File: src/rtl/zero_gen.sv
// zero_gen: builds a one-hot word whose count of zeros, taken from the MSB side
// (LEFT_CNT=1) or from the LSB side (LEFT_CNT=0), equals a requested count.
// The word is streamed out MSB-first over DATA_WIDTH cycles. It is then
// presented in parallel on a valid/ready handshake.
module zero_gen #(
  parameter int DATA_WIDTH = 16,
  parameter int ZERO_WIDTH = $clog2(DATA_WIDTH + 1),
  parameter bit LEFT_CNT   = 1'b1
) (
  input  logic                  clk,
  input  logic                  rst_n,
  input  logic                  in_valid,
  output logic                  in_ready,
  input  logic [ZERO_WIDTH-1:0] zero_num,
  output logic                  ser_valid,
  output logic                  ser_bit,
  output logic                  out_valid,
  input  logic                  out_ready,
  output logic [DATA_WIDTH-1:0] data,
  output logic                  err
);

  // Bit counter sized to index one serial cycle out of DATA_WIDTH.
  localparam int CNT_W = (DATA_WIDTH > 1) ? $clog2(DATA_WIDTH) : 1;
  localparam logic [CNT_W-1:0] CNT_LAST = CNT_W'(DATA_WIDTH - 1);
  localparam logic [CNT_W-1:0] CNT_ONE  = CNT_W'(1);

  typedef enum logic [1:0] {
    IDLE  = 2'd0,
    SHIFT = 2'd1,
    DONE  = 2'd2
  } state_t;

  state_t                  state_reg, state_next;
  logic [CNT_W-1:0]        cnt_reg, cnt_next;
  logic [DATA_WIDTH-1:0]   word_reg, word_next;
  logic [DATA_WIDTH-1:0]   shift_reg, shift_next;
  logic                    err_reg, err_next;

  // Decoded form of the incoming request. It is used only on the accept edge.
  logic [DATA_WIDTH-1:0]   word_calc;
  logic                    err_calc;
  logic [31:0]             k_ext;

  assign k_ext = 32'(zero_num);

  // A count of DATA_WIDTH or more matches no bit position, so the word
  // comes out as all zeros. Only a count strictly beyond DATA_WIDTH is an error.
  assign err_calc = (k_ext > 32'(DATA_WIDTH));

  // Each word bit is set only when the request selects its position.
  // For the MSB side, position 0 is the top bit.
  generate
    for (genvar gi = 0; gi < DATA_WIDTH; gi++) begin : g_word_bit
      localparam int POS = LEFT_CNT ? (DATA_WIDTH - 1 - gi) : gi;
      assign word_calc[gi] = (k_ext == 32'(POS));
    end
  endgenerate

  // State and datapath registers. Reset clears everything so that an aborted
  // transaction leaves no trace.
  always_ff @(posedge clk or negedge rst_n) begin
    if (!rst_n) begin
      state_reg <= IDLE;
      cnt_reg   <= '0;
      word_reg  <= '0;
      shift_reg <= '0;
      err_reg   <= 1'b0;
    end else begin
      state_reg <= state_next;
      cnt_reg   <= cnt_next;
      word_reg  <= word_next;
      shift_reg <= shift_next;
      err_reg   <= err_next;
    end
  end

  // Next-state logic and output decode. Outputs depend only on the state and
  // the registers, except where the handshake inputs steer transitions.
  always_comb begin
    state_next = state_reg;
    cnt_next   = cnt_reg;
    word_next  = word_reg;
    shift_next = shift_reg;
    err_next   = err_reg;

    in_ready   = 1'b0;
    ser_valid  = 1'b0;
    ser_bit    = 1'b0;
    out_valid  = 1'b0;
    data       = '0;
    err        = 1'b0;

    case (state_reg)
      IDLE: begin
        in_ready = 1'b1;
        if (in_valid) begin
          state_next = SHIFT;
          cnt_next   = '0;
          word_next  = word_calc;
          shift_next = word_calc;
          err_next   = err_calc;
        end
      end

      SHIFT: begin
        ser_valid  = 1'b1;
        ser_bit    = shift_reg[DATA_WIDTH-1];
        shift_next = shift_reg << 1;
        if (cnt_reg == CNT_LAST) begin
          state_next = DONE;
          cnt_next   = '0;
        end else begin
          cnt_next = cnt_reg + CNT_ONE;
        end
      end

      DONE: begin
        out_valid = 1'b1;
        data      = word_reg;
        err       = err_reg;
        if (out_ready) begin
          state_next = IDLE;
        end
      end

      default: begin
        state_next = IDLE;
        cnt_next   = '0;
      end
    endcase
  end

endmodule

File: config.mk
export PLATFORM = sky130hd
export DESIGN_NAME = zero_gen
export DESIGN_NICKNAME = d
export VERILOG_FILES = /design/src/rtl/zero_gen.sv
export SDC_FILE = /design/constraint.sdc
export NUM_CORES = 1
export LEC_CHECK = 0
export BUFFER_PORTS_ARGS = -buffer_cell sky130_fd_sc_hd__buf_4
export CORE_MARGIN = 1.5
export CORE_UTILIZATION = 37
export CTS_BUF_LIST = sky130_fd_sc_hd__clkbuf_4 sky130_fd_sc_hd__clkbuf_8
export DETAILED_ROUTE_END_ITERATION = 6
export GPL_TIMING_DRIVEN = 1
export PLACE_DENSITY = 0.6
export SYNTH_ARGS = -nofsm -noshare
export SYNTH_HDL_FRONTEND = slang
export SYNTH_SLANG_ARGS = --single-unit
File: constraint.sdc
create_clock -name clk -period 1.3 [get_ports clk]
set_input_delay 0.13 -clock clk [delete_from_list [all_inputs] [get_ports clk]]
set_output_delay 0.13 -clock clk [all_outputs]
set_load 0.02 [all_outputs]
==> results of run 1 <==
## what timing repair did
action,CTS,global route
hold buffers,1,0
endpoints found under the hold margin,39,0
buffers inserted,9,3
pin swaps,22,11
gates cloned,7,1
resized for setup,65,44
endpoints found under the setup margin,57,60
## layout by cell type, fill, tap and decap left out, types with 3 or more instances in the layout
master,instances
nand3_2,15
nand2_2,3
o21ai_1,6
nand2_1,23
buf_6,32
clkbuf_8,6
buf_4,20
and2_4,18
inv_1,4
nand2_4,12
buf_16,3
o211ai_1,18
dfrtp_1,37
nand3_1,5
o21ai_2,12
and2b_2,3
## through the flow
step / TNS, ps / utilization [%] / hold WS (ps)
after floorplan: -1350 / - / -166
final: -9850 / 61.9 / 28.1
after detailed placement: -1360 / 47.4 / 135
after CTS: -8390 / 58.5 / 41.0
after global placement: -980 / 47.4 / 135
after global routing: -12030 / 61.9 / 30.8
## final cells by class
type | count | share of cell area (%)
clock inverters | 1 | 0.170
well taps | 67 | 2.85
multi-input cells | 136 | 36.0
clock buffers | 6 | 2.81
flip-flops and latches | 39 | 33.3
inverters | 6 | 0.851
repair buffers | 60 | 24.1
## power by group through the flow
| stage | logic [uW] | registers (uW) | clock network, uW |
|---|---|---|---|
| final | 1550 | 1730 | 841 |
| after floorplan | 699 | 1630 | 0 |
| after global routing | 1690 | 1750 | 910 |
| after detailed placement | 994 | 1670 | 0 |
| after global placement | 986 | 1660 | 0 |
| after CTS | 1440 | 1680 | 860 |
## kinds of logic (layout without fill, tap and decap cells)
logic type      count (synthesis)  count (layout)  synth area share, %
simple gates                   89              92                 25.0
buf+inv                        17              73                 6.57
flops                          39              39                 52.8
fa+ha+maj                       1               1                0.677
compound gates                 43              43                 14.9
## worst max path at each step
| stage | startpoint | depth (start not counted) | end |
|---|---|---|---|
| finish | state_reg[1] | 5 | ser_bit |
| global route | state_reg[0] | 4 | shift_reg[3] |
| CTS | state_reg[0] | 3 | data[1] |
| detailed placement | state_reg[0] | 4 | shift_reg[1] |
| global placement | state_reg[0] | 4 | shift_reg[10] |
| floorplan | state_reg[0] | 5 | shift_reg[3] |
## metal layers
layer	share of wire, %	routed length, microns
met5	0	0
met4	1.7	89
met3	4.7	252
met2	49	2620
met1	45	2390
==> summary.txt, run 1 <==
Outcome
  • Outcome: finished, violations left
  • Failing checks: setup timing

Floorplanning
  • # IOs: 30
  • Initial core utilization: 38.8%
  • Row cnt: 25
  • Die width: approximately 74 microns
  • Die H: about 74 microns
  • Die Area: 5420 sq um
  • Core Footprint: 4750 sq um

Logic synthesis
  • Top FF cell, synth: dfrtp_1
  • Post-synthesis cell count: 189
  • Syn Nets: 199
  • Mapped Avg Cell Area: between 9 and 10 sq um
  • Sequential share of the synthesized area: 52.8%
  • Async set-reset flop share out of synthesis: 100%
  • Most common cell in the netlist: dfrtp_1
  • Commonest cells in the netlist: 39 x dfrtp_1, 38 x nand2_1, 20 x nand3_1
  • Netlist cell types: 29
  • Share of the synthesized area in the top cell type: 52.8%
  • Post-synth design cell area: 1850 sq um
  • Largest cells by area after synthesis: dfrtp_1 53%, nand2_1 7.7%, o211ai_1 7.3%
  • EDFF count, synth: 0
  • Synthesized flop and latch total: 39
  • Cell taking the most area after synthesis: dfrtp_1
  • Warnings from Yosys: 0

Worst setup path
  • CP Launch Type: flip-flop
  • Critical path class: reg -> out
  • Crit path largest cell delay: 490 ps
  • R2R Path End: shift_reg[14]
  • Crit path arrival time: between 1000 and 1500 ps
  • CP delay by family, top: flip-flops
  • Worst R2R Setup Slack: -210 ps
  • Worst reg2reg path depth: 4
  • Slowest stage cell, crit path: dfrtp_2
  • CP Data Required Time: ~1200 ps
  • Worst Path Max Fanout: 7
  • Setup crit end kind: primary output
  • Crit path cell chain: buf_6, nand2b_4, inv_4, and2_4, buf_6
  • R2r startpoint: state_reg[0]
  • CP most frequent cell: buf_6
  • CP bufs+invs: 3

Placement
  • Setup WS pre-CTS: -96.1 ps
  • Hpwl dp: 2750 microns
  • Final RePlAce weighted congestion: about 0.74
  • Port bufs: 29
  • Placed inst area: 2250 sq um
  • Placed cell count: 290

Route
  • Routed wire length: around 5300 microns
  • Router iterations before antenna repair: 5
  • Vias per inst: slightly above 5
  • Routed wire length per instance: about 17 microns
  • Antenna violation net count after detailed routing: 0
  • Drt drc: 0
  • 1st-iter DRT viols: 133
  • DR vias: 1613

Worst hold path
  • Hold Path Origin: out_ready
  • Worst hold path type: in -> reg
  • Hold Path Cell Cnt: 2
  • WHS Endpoint: state_reg[1]

Power
  • Sw power: 1420 uW
  • Sequential share of power: 41.9%
  • Peak supply drop: between 600 and 700 uV
  • Gate power share: between 30% and 40%
  • Switching part of the total: 34.4%
  • Clock power frac: between 20% and 30%
  • Leak Pwr: 0.00131 uW
  • Int Power: 2700 uW
  • PnR Total Power: 4120 uW
  • Power per cell area: 1400 nW/um^2

Finish
  • Post-route non-filler standard cell count: between 300 and 400
  • Design Area, Final: roughly 3000 sq um
  • N_diodes: 0
  • Area of the multi-input gates: 1060 sq um
  • Fin nets: 258
  • Fill cells: 379
  • Layout cell share with drive strength beyond 1: 56.9%
  • Storage cell area: 978 sq um
  • Layout area overhead: 59.3%

Clocking
  • Clock Latency Late Sink: 300 ps
  • Clock sink count: 39
  • CTS buffer count: 5
  • Htree depth: 2
  • Clock Path Buffers: 2
  • Root Buffer: clkbuf_8
  • Worst-path clk slew: 70 ps
  • TritonCTS clock tree: built

Timing
  • Final slew viol count: 0
  • Tcrit/Tclk final: 117%
  • Worst-Margin Slew: around 500 ps
  • Final hold violation count: 0
  • Fmax: about 660 MHz
  • PnR worst setup slack: -219 ps
  • # setup viols final: 59
  • Final worst path period need: around 1500 ps
  • Layout Skew: approximately 3.9 ps
  • RSZ-0062 raised after global routing: yes
  • Rel. slew slack: about two thirds

Global routing
  • GRT Total Usage: 20.1%
  • Most used routing layer: met2
  • Antenna violations before repair: 0
  • Vias in the first global route: 1527
  • Congestion Overflow GR: 0
  • Grt met1 use: 27.8%
  • Maximum number of pins on one net before global-route repair: 40
  • GR Util met2: 30.0%
  • Met3 GRT Util: 5.49%
  • First-pass GRT wire length: 7960 microns

Flow run
  • Max_cap viols: 0
No activity file was read; power rests on OpenSTA's default activity.
==> inputs of run 2 (changes only) <==
--- a/config.mk
+++ b/config.mk
@@ -12,4 +12,4 @@
 export DETAILED_ROUTE_END_ITERATION = 6
-export GPL_TIMING_DRIVEN = 1
 export PLACE_DENSITY = 0.6
+export REMOVE_ABC_BUFFERS = 1
 export SYNTH_ARGS = -nofsm -noshare
==> constraint.sdc (replaced) <==
create_clock -name clk -period 1.3 [get_ports clk]
set_input_delay 0.195 -clock clk [delete_from_list [all_inputs] [get_ports clk]]
set_output_delay 0.195 -clock clk [all_outputs]
set_load 0.02 [all_outputs]
==> run 2 against run 1 <==
The flow still finishes with violations (setup timing). Flip-flop and latch count stayed put. Final cell count shrank 1.3%. Register-to-register slack got worse by 60 ps. Clock skew increased by 10 ps. Via count is 4.1% lower. Combinational power down 8%. Worst setup slack lost 53 ps. Fmax shrank 3.4%. Wire length shrank 16%. Critical path depth is 1 lower. Critical path type unchanged. Critical endpoint is now err. Highest routed layer unchanged.
==> summary.txt, run 2 (synthesis results as in run 1) <==
Worst setup path
  • Crit path largest cell delay: 390 ps
  • R2r startpoint: state_reg[0]
  • CP bufs+invs: 2
  • Beginning of the critical path: state_reg[0]
  • Setup crit end kind: primary output
  • CP Data Required Time: 1110 ps
  • Worst Path Max Fanout: 15
  • CP delay by family, top: simple AND/OR/NAND/NOR gates
  • Crit path cell chain: and2b_2, buf_12, and2_1, buf_6
  • Crit path arrival time: 1380 ps
  • Critical path class: reg -> out
  • Slowest stage cell, crit path: dfrtp_1
  • CP Launch Type: flip-flop

Route
  • Drt drc: 0
  • Router iterations before antenna repair: 4
  • DR vias: 1547
  • Antenna violation net count after detailed routing: 0
  • 1st-iter DRT viols: 58
  • Vias per inst: ~5.0
  • Routed wire length per instance: approximately 14 microns
  • Routed wire length: 4500 microns

Power
  • PnR Total Power: 4100 uW
  • Clock power frac: 24.5%
  • Sequential share of power: just over 40%
  • Sw power: approximately 1400 uW
  • Power per cell area: 1440 nW/um^2
  • Leak Pwr: 0.00127 uW
  • Switching part of the total: 33.2%
  • Gate power share: about a third
  • Int Power: 2740 uW
  • Peak supply drop: 758 uV

Clocking
  • Clock Path Buffers: 2
  • Worst-path clk slew: 70 ps
  • Root Buffer: clkbuf_8
  • Clock Latency Late Sink: 290 ps
  • Htree depth: 2
  • CTS buffer count: 5
  • Clock sink count: 39
  • TritonCTS clock tree: built

Outcome
  • Outcome: finished, violations left
  • Failing checks: setup timing

Finish
  • Fin nets: approximately 250
  • Post-route non-filler standard cell count: 311
  • Most frequent cells in the layout: 39 x dfrtp_1, 30 x buf_6, 20 x buf_4
  • Layout cell share with drive strength beyond 1: 52.5%
  • Design Area, Final: 2840 sq um
  • N_diodes: 0
  • Fill cells: 421
  • Storage cell area: 976 sq um
  • Area of the multi-input gates: 991 sq um
  • Layout area overhead: 53.7%
  • Most common cell after layout, fill and taps aside: dfrtp_1

Floorplanning
  • Die H: 73.7 microns
  • Die width: 73.7 microns
  • Initial core utilization: 38.8%
  • Core Footprint: 4750 sq um
  • Row cnt: 25
  • # IOs: 30
  • Die Area: 5420 sq um

Flow run
  • Max_cap viols: 0

Placement
  • Placed cell count: 289
  • Port bufs: 29
  • Hpwl dp: 2760 microns
  • Placed inst area: between 2000 and 2500 sq um
  • Final RePlAce weighted congestion: between 0.7 and 0.8

Global routing
  • Congestion Overflow GR: 0
  • Vias in the first global route: 1502
  • Maximum number of pins on one net before global-route repair: 40
  • First-pass GRT wire length: a little over 7000 microns
  • GRT Total Usage: 17.6%
  • Antenna violations before repair: 0

Timing
  • Worst-Margin Slew: 508 ps
  • Final hold violation count: 0
  • Layout Skew: 14.1 ps
  • Fmax: 636 MHz
  • PnR worst setup slack: -272 ps
  • Tcrit/Tclk final: 121%
  • Final slew viol count: 0
  • # setup viols final: 56
  • Final worst path period need: 1570 ps
  • Rel. slew slack: 66.2%
  • Setup TNS: -10820 ps
  • RSZ-0062 raised after global routing: yes

Worst hold path
  • Worst hold path type: in -> reg
  • Hold Path Origin: out_ready
run 2: layer usage:
metal / vias up / global-route usage (%) / share of wire (%)
li1: 754 / - / -
met2: 21 / 29.7 / 53
met1: 765 / 22.7 / 43
met5: - / 0 / 0
met4: 0 / 4.94 / 1.4
met3: 7 / 3.98 / 2.0
run 2: path summary, 6_finish.rpt:
check / endpoint / slack, ps / cells after the start
hold / removal: state_reg[1] / 120 / 2
max in group asynchronous: word_reg[5] / 530 / 2
min in group asynchronous: cnt_reg[0] / 420 / 2
hold reg to reg: word_reg[6] / 490 / 2
setup reg to reg: shift_reg[8] / -270 / 6
setup / recovery: err / -270 / 4
run 2: per-stage QoR:
stage	hold WS (ps)	util, %	setup slack, ps
after floorplan	-101	-	-440
after global placement	199	45.7	-55.4
after detailed placement	196	45.7	-119
after CTS	112	52.9	-244
after global routing	103	59.7	-335
final	117	59.7	-272
run 2: timing repair:
action / 4_1_cts / 5_1_grt
setup endpoints to repair: 50 / 57
endpoints found under the hold margin: 39 / 0
hold buffers: 1 / 0
gates resized for setup: 34 / 92
pin swaps: 4 / 39
setup buffers: 4 / 6
gates cloned: 3 / 1
run 2: worst register-to-register path: cells and delay by family, from the launching register on:
family / cells / cell delay [ps]
simple gates: 2 / 540
buf+inv: 3 / 420
flops: 1 / 410
compound gates: 1 / 90
run 2: cell type report:
type / instances / area share [%]
clock inverter: 3 / 1.54
multi-input combinational: 133 / 34.9
tap: 67 / 2.95
sequential: 39 / 34.4
clock buffer: 5 / 2.42
timing repair buffer: 58 / 22.9
inverter: 6 / 0.881
run 2: power by group through the flow:
stage / sequential [uW] / clock [uW] / combinational [uW]
after detailed placement: 1650 / 0 / 921
after global routing: 1710 / 1100 / 1540
final: 1670 / 1010 / 1420
after floorplan: 1610 / 0 / 539
after CTS: 1620 / 1030 / 1140
after global placement: 1640 / 0 / 908
==> inputs of run 3 (changes only) <==
Settings changed: ABC_AREA from default to 1, PLACE_DENSITY 0.6 to 0.61.
==> run 3 against run 2 <==
The flow still finishes with violations (setup timing). Clock power increased by 4%. Non-clock buffer count shrank 9. Final area shrank 5.7%. Via count rose by 3.4%. Power increased by 11%. Hold slack improved by 47 ps. Sequential power is 4% lower. Wire length fell by 5.0%. Critical path depth rose by 1. Fmax is 3.2% higher. Area after synthesis fell by 3.8%. Critical endpoint is now data[7]. Largest power group is now combinational cells. Highest routed layer unchanged.
==> summary.txt, run 3 <==
Clocking
  • Clock Path Buffers: 2
  • Clock sink count: 39
  • Htree depth: 2
  • Worst-path clk slew: 80 ps
  • Clock Latency Late Sink: roughly 300 ps
  • TritonCTS clock tree: built
  • CTS buffer count: 5
  • Root Buffer: clkbuf_8

Finish
  • Fill cells: 411
  • Layout cell share with drive strength beyond 1: 37.6%
  • Most common cell after layout, fill and taps aside: nand2_1
  • Layout area overhead: 50.7%
  • N_diodes: 0
  • Fin nets: around 290
  • Most frequent cells in the layout: 61 x nand2_1, 38 x dfrtp_1, 32 x inv_1
  • Core Util, Final: 57.4%

Logic synthesis
  • Mapped Avg Cell Area: between 7 and 8 sq um
  • Warnings from Yosys: 0
  • Post-synth design cell area: 1780 sq um
  • Post-synthesis cell count: 228
  • Synthesized flop and latch total: 39
  • Netlist cell types: 18
  • EDFF count, synth: 0
  • Async set-reset flop share out of synthesis: 100%
  • Most common cell in the netlist: nand2_1
  • Share of the synthesized area in the top cell type: a little over half
  • Largest cells by area after synthesis: dfrtp_1 55%, nand2_1 14%, inv_1 7.2%
  • Top FF cell, synth: dfrtp_1
  • Cell taking the most area after synthesis: dfrtp_1
  • Sequential share of the synthesized area: a little over half
  • Commonest cells in the netlist: 64 x nand2_1, 39 x dfrtp_1, 34 x inv_1

Worst setup path
  • Worst reg2reg path depth: 7
  • CP Launch Type: flip-flop
  • Worst R2R Setup Slack: -60 ps
  • Crit path cell chain: nor2_4, inv_2, buf_12, nor2_2, buf_6
  • R2r startpoint: state_reg[0]
  • Crit path largest cell delay: 450 ps
  • R2R Path End: word_reg[2]
  • Worst Path Max Fanout: 13
  • Critical path class: reg -> out
  • Slowest stage cell, crit path: dfrtp_2
  • Crit path arrival time: approximately 1300 ps
  • Setup crit end kind: primary output
  • CP Data Required Time: 1110 ps

Floorplanning
  • Die width: 72.3 microns
  • Row cnt: 25
  • Die H: 72.3 microns
  • Die Area: 5230 sq um
  • # IOs: 30
  • Core Footprint: 4660 sq um
  • Initial core utilization: 38.1%

Power
  • Leak Pwr: around 0.0013 uW
  • PnR Total Power: 4560 uW
  • Peak supply drop: 778 uV
  • Power per cell area: 1700 nW/um^2

Timing
  • # setup viols final: 48
  • Final hold violation count: 0
  • Final slew viol count: 0
  • Final worst path period need: 1520 ps
  • Tcrit/Tclk final: 117%
  • Layout Skew: 8.60 ps
  • Fmax: 657 MHz
  • RSZ-0062 raised after global routing: yes
  • Rel. slew slack: 22.9%
  • Worst-Margin Slew: between 1000 and 1500 ps
  • PnR worst setup slack: -222 ps

Route
  • Routed wire length per instance: 12.7 microns
  • Routed wire length: 4270 microns
  • DR vias: 1599
  • Router iterations before antenna repair: 4
  • Vias per inst: 4.76
  • Antenna violation net count after detailed routing: 0
  • Drt drc: 0
  • 1st-iter DRT viols: 47

Flow run
  • Max_cap viols: 0

Global routing
  • Most used routing layer: met2
  • Met3 GRT Util: 5.14%
  • Grt met1 use: 23.6%
  • Vias in the first global route: ~1500
  • First-pass GRT wire length: 6810 microns
  • GR Util met2: 25.3%
  • Antenna violations before repair: 0
  • Maximum number of pins on one net before global-route repair: 40
  • Congestion Overflow GR: 0
  • GRT Total Usage: 17.0%

Worst hold path
  • WHS Endpoint: state_reg[1]
  • Hold Path Cell Cnt: 4
  • Hold Path Origin: out_ready
  • Worst hold path type: in -> reg

Placement
  • Port bufs: 29
  • Final RePlAce weighted congestion: 0.836
  • Hpwl dp: 2790 microns

Outcome
  • Outcome: finished, violations left
  • Failing checks: setup timing
==> run 3: cell count changes in the layout (fill, tap and decap cells not counted), sizes merged, moves of 6 or more <==
cell and delta:
nor2 +33, inv +30, nand2 +27, and2 -18, o211ai -18, buf -7, o21ai -6
==> run 3: critical path, delay by kind of cell (launching register included) <==
kind	cells	cell delay, ps
AND/OR/NAND/NOR	2	240
flip-flops	1	450
buffers and inverters	3	340
==> run 3: kinds of logic (layout without fill, tap and decap cells) <==
logic type                 after synthesis  count (layout)  synth area share, %
AOI/OAI and AO/OA                       19              19                 5.35
adders and majority gates                1               1                0.704
buffers and inverters                   40              94                 8.87
DFF                                     39              39                 54.9
and+or+nand+nor                        129             129                 30.1
==> run 3: report_power, final <==
| group | total (uW) | switching, uW | internal (uW) |
|---|---|---|---|
| Sequential | 1600 | 156 | 1440 |
| Combinational | 1910 | 1060 | 847 |
| Clock | 1050 | 432 | 621 |
==> run 3: worst max-delay path by stage <==
stage / cells after the start / endpoint / start
3_5_place_dp: 5 / data[9] / state_reg[0]
5_1_grt: 5 / data[7] / state_reg[0]
3_3_place_gp: 5 / data[9] / state_reg[0]
4_1_cts: 5 / data[10] / state_reg[0]
2_1_floorplan: 3 / data[0] / state_reg[0]
6_report: 5 / data[7] / state_reg[0]
==> run 3: cell type report <==
cell class	count	area (sq um)	share of cell area, %
sequential	39	977	36.5
multi-input combinational	149	871	32.5
timing repair buffer	49	490	18.3
inverter	36	148	5.51
clock buffer	6	82.6	3.08
tap	54	67.6	2.52
clock inverter	2	35.0	1.31
timing repair inverter	1	6.26	0.234
==> run 3: routing by layer <==
metal / vias to the layer above / share of wire [%] / wire length, microns
met3: 5 / 4.6 / 195
met5: - / 0 / 0
li1: 809 / - / -
met2: 34 / 46 / 1980
met4: 0 / 1.2 / 53
met1: 751 / 48 / 2040
==> run 3: per-stage QoR <==
stage	instances	TNS [ps]	hold WS, ps	setup slack (ps)	instance area, sq um
final	336	-4220	164	-222	2680
after global routing	336	-7810	211	-280	2680
after CTS	330	-3400	163	-186	2380
after detailed placement	318	0	192	63.6	2150
after global placement	318	0	197	76.3	2150
after floorplan	224	-3990	-101	-228	1750
==> run 3: timing repair <==
action / in CTS / in global routing
hold endpoints to repair: 39 / 0
setup endpoints to repair: 20 / 52
setup buffers: 3 / 5
cloned: 0 / 1
hold buffers: 1 / 0
gates resized for setup: 26 / 69
pin swaps: 1 / 9
